## src/rtl/whack_pkg.sv

```systemverilog
// Shared types and default constants for the whack-a-mole score keeper.
package whack_pkg;

    // Game FSM states.
    typedef enum logic [1:0] {
        PLAY   = 2'd0,
        PAUSED = 2'd1,
        LOST   = 2'd2
    } state_e;

    localparam int N_HOLES_DEF  = 5;
    localparam int MAX_MISS_DEF = 3;

    // True when any bit of a hole vector is set.
    function automatic logic any_hole(input logic [31:0] vec);
        return (vec != 32'd0);
    endfunction

endpackage

```

## src/rtl/edge_rise.sv

```systemverilog
// Parametrised-width rising-edge detector. The previous-value register always
// tracks the input, so a synchronous clear simply masks the output for one
// cycle while re-arming the detector on the current levels.
module edge_rise #(
    parameter int W = 1
) (
    input  logic         clk,
    input  logic         rst_n,
    input  logic         clr,
    input  logic [W-1:0] d,
    output logic [W-1:0] rise
);

    logic [W-1:0] prev_q;
    logic [W-1:0] prev_d;

    // Next value of the previous-sample register and the edge output.
    always_comb begin
        prev_d = d;
        if (clr) begin
            rise = {W{1'b0}};
        end else begin
            rise = d & ~prev_q;
        end
    end

    // Previous-sample register.
    always_ff @(posedge clk or negedge rst_n) begin
        if (!rst_n) begin
            prev_q <= {W{1'b0}};
        end else begin
            prev_q <= prev_d;
        end
    end

endmodule

```

## src/rtl/whack_score_keeper.sv

```systemverilog
// Whack-a-mole score keeper: tracks the armed mole, judges key edges as hits
// or misses, counts score and misses, and runs a PLAY/PAUSED/LOST FSM.
// All outputs come straight from flops.
module whack_score_keeper
    import whack_pkg::*;
#(
    parameter int N_HOLES  = N_HOLES_DEF,
    parameter int SCORE_W  = 8,
    parameter int MAX_MISS = MAX_MISS_DEF,
    parameter int LED_CYC  = 16
) (
    input  logic                          clk,
    input  logic                          rst_n,
    input  logic                          key_esc,
    input  logic                          key_space,
    input  logic                          mole_new,
    input  logic [N_HOLES-1:0]            mole_sel,
    input  logic                          mole_expire,
    input  logic [N_HOLES-1:0]            keys,
    output logic [SCORE_W-1:0]            score,
    output logic [$clog2(MAX_MISS+1)-1:0] misses,
    output logic                          game_lose,
    output logic                          paused,
    output logic                          hit_pulse,
    output logic                          led
);

    localparam int MW = $clog2(MAX_MISS + 1);
    localparam int LW = $clog2(LED_CYC + 1);

    state_e             state_q, state_d;
    logic [SCORE_W-1:0] score_q, score_d;
    logic [MW-1:0]      misses_q, misses_d;
    logic               armed_q, armed_d;
    logic [N_HOLES-1:0] mole_q, mole_d;
    logic [LW-1:0]      led_cnt_q, led_cnt_d;
    logic               hit_pulse_q, hit_pulse_d;
    logic               game_lose_q, game_lose_d;
    logic               paused_q, paused_d;
    logic               led_q, led_d;

    logic [N_HOLES-1:0] key_rise_s;
    logic [0:0]         space_rise_s;
    logic               play_s;
    logic               hit_s;
    logic               wrong_s;
    logic               escape_s;
    logic               miss_s;

    edge_rise #(.W(N_HOLES)) u_key_edge (
        .clk   (clk),
        .rst_n (rst_n),
        .clr   (key_esc),
        .d     (keys),
        .rise  (key_rise_s)
    );

    edge_rise #(.W(1)) u_space_edge (
        .clk   (clk),
        .rst_n (rst_n),
        .clr   (key_esc),
        .d     (key_space),
        .rise  (space_rise_s)
    );

    // Judge this cycle's key edges and expiry against the mole registered before it.
    always_comb begin
        play_s   = (state_q == PLAY);
        hit_s    = play_s && armed_q && any_hole(32'(key_rise_s & mole_q));
        wrong_s  = play_s && any_hole(32'(key_rise_s)) && !hit_s;
        escape_s = play_s && mole_expire && armed_q && !hit_s;
        miss_s   = wrong_s || escape_s;
    end

    // Next-state, counter and output logic for the game FSM.
    always_comb begin
        state_d     = state_q;
        score_d     = score_q;
        misses_d    = misses_q;
        armed_d     = armed_q;
        mole_d      = mole_q;
        hit_pulse_d = 1'b0;
        if (led_cnt_q != {LW{1'b0}}) begin
            led_cnt_d = led_cnt_q - LW'(1);
        end else begin
            led_cnt_d = led_cnt_q;
        end

        if (key_esc) begin
            state_d   = PLAY;
            score_d   = {SCORE_W{1'b0}};
            misses_d  = {MW{1'b0}};
            armed_d   = 1'b0;
            mole_d    = {N_HOLES{1'b0}};
            led_cnt_d = {LW{1'b0}};
        end else begin
            case (state_q)
                PLAY: begin
                    if (hit_s) begin
                        if (&score_q) begin
                            score_d = score_q;
                        end else begin
                            score_d = score_q + SCORE_W'(1);
                        end
                        hit_pulse_d = 1'b1;
                        led_cnt_d   = LW'(LED_CYC);
                        armed_d     = 1'b0;
                    end else begin
                        score_d = score_q;
                    end
                    if (miss_s) begin
                        if (misses_q == MW'(MAX_MISS)) begin
                            misses_d = misses_q;
                        end else begin
                            misses_d = misses_q + MW'(1);
                        end
                    end else begin
                        misses_d = misses_q;
                    end
                    if (escape_s) begin
                        armed_d = 1'b0;
                    end else begin
                        armed_d = armed_d;
                    end
                    // A fresh mole overrides any clear from this cycle's hit or escape.
                    if (mole_new) begin
                        mole_d  = mole_sel;
                        armed_d = 1'b1;
                    end else begin
                        mole_d = mole_q;
                    end
                    if (misses_d == MW'(MAX_MISS)) begin
                        state_d = LOST;
                    end else if (space_rise_s[0]) begin
                        state_d = PAUSED;
                    end else begin
                        state_d = PLAY;
                    end
                end
                PAUSED: begin
                    if (mole_new) begin
                        mole_d  = mole_sel;
                        armed_d = 1'b1;
                    end else begin
                        mole_d = mole_q;
                    end
                    if (space_rise_s[0]) begin
                        state_d = PLAY;
                    end else begin
                        state_d = PAUSED;
                    end
                end
                LOST: begin
                    state_d = LOST;
                end
                default: begin
                    state_d = PLAY;
                end
            endcase
        end

        game_lose_d = (state_d == LOST);
        paused_d    = (state_d == PAUSED);
        led_d       = (led_cnt_d != {LW{1'b0}});
    end

    // State, counters and registered outputs.
    always_ff @(posedge clk or negedge rst_n) begin
        if (!rst_n) begin
            state_q     <= PLAY;
            score_q     <= {SCORE_W{1'b0}};
            misses_q    <= {MW{1'b0}};
            armed_q     <= 1'b0;
            mole_q      <= {N_HOLES{1'b0}};
            led_cnt_q   <= {LW{1'b0}};
            hit_pulse_q <= 1'b0;
            game_lose_q <= 1'b0;
            paused_q    <= 1'b0;
            led_q       <= 1'b0;
        end else begin
            state_q     <= state_d;
            score_q     <= score_d;
            misses_q    <= misses_d;
            armed_q     <= armed_d;
            mole_q      <= mole_d;
            led_cnt_q   <= led_cnt_d;
            hit_pulse_q <= hit_pulse_d;
            game_lose_q <= game_lose_d;
            paused_q    <= paused_d;
            led_q       <= led_d;
        end
    end

    assign score     = score_q;
    assign misses    = misses_q;
    assign game_lose = game_lose_q;
    assign paused    = paused_q;
    assign hit_pulse = hit_pulse_q;
    assign led       = led_q;

endmodule
```

## config.mk

```make
export PLATFORM = sky130hd
export DESIGN_NAME = whack_score_keeper
export DESIGN_NICKNAME = d
export VERILOG_FILES = /design/src/rtl/whack_pkg.sv /design/src/rtl/edge_rise.sv /design/src/rtl/whack_score_keeper.sv
export SDC_FILE = /design/constraint.sdc
export NUM_CORES = 1
export LEC_CHECK = 0
export ABC_AREA = 1
export BUFFER_PORTS_ARGS = -buffer_cell sky130_fd_sc_hd__buf_2
export CAP_MARGIN = 20
export CORE_ASPECT_RATIO = 0.7
export CORE_MARGIN = 2
export CORE_UTILIZATION = 35
export CTS_BUF_LIST = sky130_fd_sc_hd__clkbuf_4
export DETAILED_ROUTE_END_ITERATION = 8
export PLACE_DENSITY = 0.65
export SLEW_MARGIN = 30
export SYNTH_ARGS = -nofsm -noshare
export SYNTH_HDL_FRONTEND = slang
export SYNTH_SLANG_ARGS = --single-unit
```

## constraint.sdc

```tcl
create_clock -name clk -period 2 [get_ports clk]
set_clock_uncertainty 0.05 [all_clocks]
set_input_delay 0.4 -clock clk [delete_from_list [all_inputs] [get_ports clk]]
set_output_delay 0.4 -clock clk [all_outputs]
set_load 0.005 [all_outputs]
```

==> results.rst <==
.. list-table::
   :header-rows: 1

   * - Metric
     - Value
   * - Area share of the leading cell type in the synthesized netlist
     - 0.516
   * - Summed instance area of the synthesized netlist
     - about 1600 um2
   * - Largest net degree at the start of global routing
     - 34
   * - Post-cts repair resize count
     - 0
   * - Clock tree from TritonCTS
     - done
   * - Post-synth top cells
     - nand2_1 (41), dfrtp_1 (33), inv_1 (25), nor2_1 (20), nand3_1 (15)
   * - Cell type contributing the most total cell area after synthesis
     - dfrtp_1
   * - P per Cell Area
     - 924 nW/um2
   * - Leak Pwr
     - 0.000977 uW
   * - Worst Path Class, Setup
     - flip-flop to flip-flop
   * - Number of flops mapped to enable cells by yosys
     - 0
   * - Distinct cell type count of the synthesized netlist
     - 22
   * - GRT Resource Usage Total
     - 0.131
   * - Maximum number of buffers from clock root to sink
     - 2
   * - Count of unresolved DRC violations after routing
     - 0
   * - Die span in x
     - roughly 85 um
   * - Total count of max-transition violations in the final report
     - 0
   * - Register bit count reported by yosys
     - 33
   * - Number of H-tree levels
     - 2
   * - GR Overflow Total
     - 0
   * - Worst hold slack after final layout
     - about 51 ps
   * - Slew at the pin closest to its max-slew limit
     - approximately 710 ps
   * - Total setup violations reported at the end of the flow
     - 0
   * - Iter 0 DRT Violations
     - 47
   * - Number of buffers inserted by port buffering
     - 29
   * - Final worst-path cycle share
     - 0.862
   * - Antenna diode count
     - 0
   * - Number of max-capacitance violations reported
     - 0
   * - Post-CTS Hold Buffers
     - 0
   * - Remaining antenna violation count
     - 0
   * - Routability congestion estimate from global placement
     - roughly 0.8
   * - Required time of the critical path
     - approximately 2200 ps
   * - Average routed wire per standard cell
     - approximately 11 um
   * - Vias
     - between 1,000 and 1,500
   * - Critical Path End Type
     - flip-flop
   * - Number of antenna violations at the first check in global routing
     - 0
   * - Setup bufs post-CTS
     - 0
   * - Die ar.
     - about 5100 um2
   * - Number of top-level pins
     - 30
   * - Max Freq
     - 580 MHz
   * - HPWL reported at the end of detailed placement
     - between 2000 and 2500 um
   * - Source of the worst register-to-register timing path
     - score[1]$_DFFE_PN0P_
   * - Fill cell total of the finished layout
     - 439
   * - Register-to-register path setup slack
     - approximately 280 ps
   * - Number of nets in the finished design
     - between 200 and 250
   * - Count of standard-cell rows
     - 20
   * - Slew HR
     - 0.526
   * - Warning count from the yosys run
     - 0
   * - Starting Density
     - 0.366
   * - Final worst path period need
     - about 1700 ps
   * - Clock tree root buffer cell
     - clkbuf_4
   * - Proportion of layout cells with a drive suffix above 1
     - 0.215
   * - Unrepaired setup endpoints after global routing
     - false
   * - Number of global-route vias before repair
     - roughly 1,100
   * - TritonCTS sink count
     - 33
   * - Critical path arrival
     - 1930 ps
   * - Number of instances in the synthesized netlist
     - ~180
   * - Synth-to-Final Area Change
     - 17.8%
   * - Class of the worst hold path
     - primary input to asynchronous set/reset pin
   * - Synth Area per Inst
     - slightly below 9 um2
   * - Core area
     - between 4000 and 5000 um2
   * - Number of CTS-inserted buffers
     - 5
   * - Cell with the most instances after synthesis
     - nand2_1
   * - Later-pin clock latency in the skew report
     - about 340 ps
   * - Prevailing post-synth register cell
     - dfrtp_1
   * - Crit path launch type
     - flip-flop
   * - Largest cells by area after synthesis
     - dfrtp_1 (52%), nand2_1 (9.6%), inv_1 (5.9%)
   * - Share of synthesized area occupied by flip-flops and latches
     - 0.516
   * - Final routed wirelength across all metal layers
     - about 3000 um
   * - CP startpoint
     - score[1]$_DFFE_PN0P_
   * - Number of optimization iterations in the first detailed-route pass
     - 4
   * - Worst Path Max Fanout
     - 16
   * - Clock slew seen by the registers of the worst setup and hold paths
     - approximately 110 ps
   * - Wire length of the first global-routing pass
     - roughly 5000 um
   * - Run status
     - complete, no violations
   * - Final Hold Viols
     - 0
   * - Via density per instance
     - between 4 and 5
   * - Mapped Nets
     - around 200
   * - Async SR Flop Fraction
     - 1.00
   * - Highest ir drop seen on vdd
     - between 0.3 and 0.4 mV
   * - Total negative slack
     - 0 ps
   * - Vert. Die Dim
     - between 60 and 70 um
-- routing by layer --
layer,wire length [um],track usage,part of all wire
met5,0,0,0
met4,72,0.0816,0.024
met3,145,0.0435,0.049
met2,1220,0.183,0.41
met1,1540,0.176,0.52
-- cell type report --
cell class                      count  area [um2]  share of cell area
Tap cell                           55        68.8              0.0365
Clock inverter                      2        33.8              0.0179
Clock buffer                        6        45.0              0.0239
Timing Repair Buffer               32         168              0.0889
Multi-Input combinational cell    121         652               0.345
Inverter                           25        93.8              0.0497
Sequential cell                    33         826               0.438
-- registers in the layout, summed over array words and instances, names as in the netlist --
name                 flops
score                    8
led_cnt_q                5
mole_q                   5
u_key_edge.prev_q        5
misses                   2
state_q                  2
armed_q                  1
game_lose                1
hit_pulse                1
led                      1
paused                   1
u_space_edge.prev_q      1
-- metrics by stage --
step	setup WS, ps	total power, uW	cells	area [um2]	util
after floorplan	445	1140	183	1600	-
after global placement	341	1260	266	1810	0.413
after detailed placement	291	1270	266	1810	0.413
after CTS	258	1770	274	1890	0.431
after global routing	87.3	1880	274	1890	0.431
final	275	1740	274	1890	0.431
-- power by group --
group          total (uW)  internal [uW]  switching, uW
registers             798            751           46.7
logic                 453            180            272
clock network         492            274            219
-- path summary, 6_finish.rpt --
kind	to	cells after the start
hold reg to reg	armed_q$_DFFE_PN0P_	2
setup reg to reg	score[2]$_DFFE_PN0P_	7
hold / removal	mole_q[1]$_DFFE_PN0P_	1
min in group clk	u_space_edge.prev_q$_DFF_PN0_	1
max in group asynchronous	misses[1]$_DFFE_PN0P_	1
setup / recovery	score[2]$_DFFE_PN0P_	7
-- worst max-delay path, cell delays in order, from the launching register on --
cell	delay, ps
dfrtp_1	410
ha_1	210
inv_1	70
nor3_2	150
nand4_1	160
o21ai_4	390
nand2_1	120
o21ai_2	70
-- kinds of logic (layout without fill, tap and decap cells) --
family	Yosys count	count (layout)	synth area share
xor+xnor	8	8	0.0437
simple gates	89	89	0.248
flops	33	33	0.516
fa+ha+maj	2	2	0.0156
compound gates	22	22	0.100
buf+inv	29	65	0.0773
-- cell usage in the layout, fill, tap and decap left out --
master / count
nand2_1: 41
dfrtp_1: 33
buf_2: 29
inv_1: 25
nor2_1: 20
nand3_1: 15
o21ai_0: 7
o31ai_1: 6
clkbuf_4: 6
nand4_1: 5
a21oi_1: 4
xor2_1: 4
xnor2_1: 4
nor3_1: 4
buf_4: 3
nor3_2: 2
o21ai_2: 2
ha_1: 2
nand3_2: 1
o21bai_4: 1
nand2_4: 1
o21ai_4: 1
o21bai_1: 1
bufinv_16: 1
clkinv_1: 1
(Power assumes the default switching activity.)
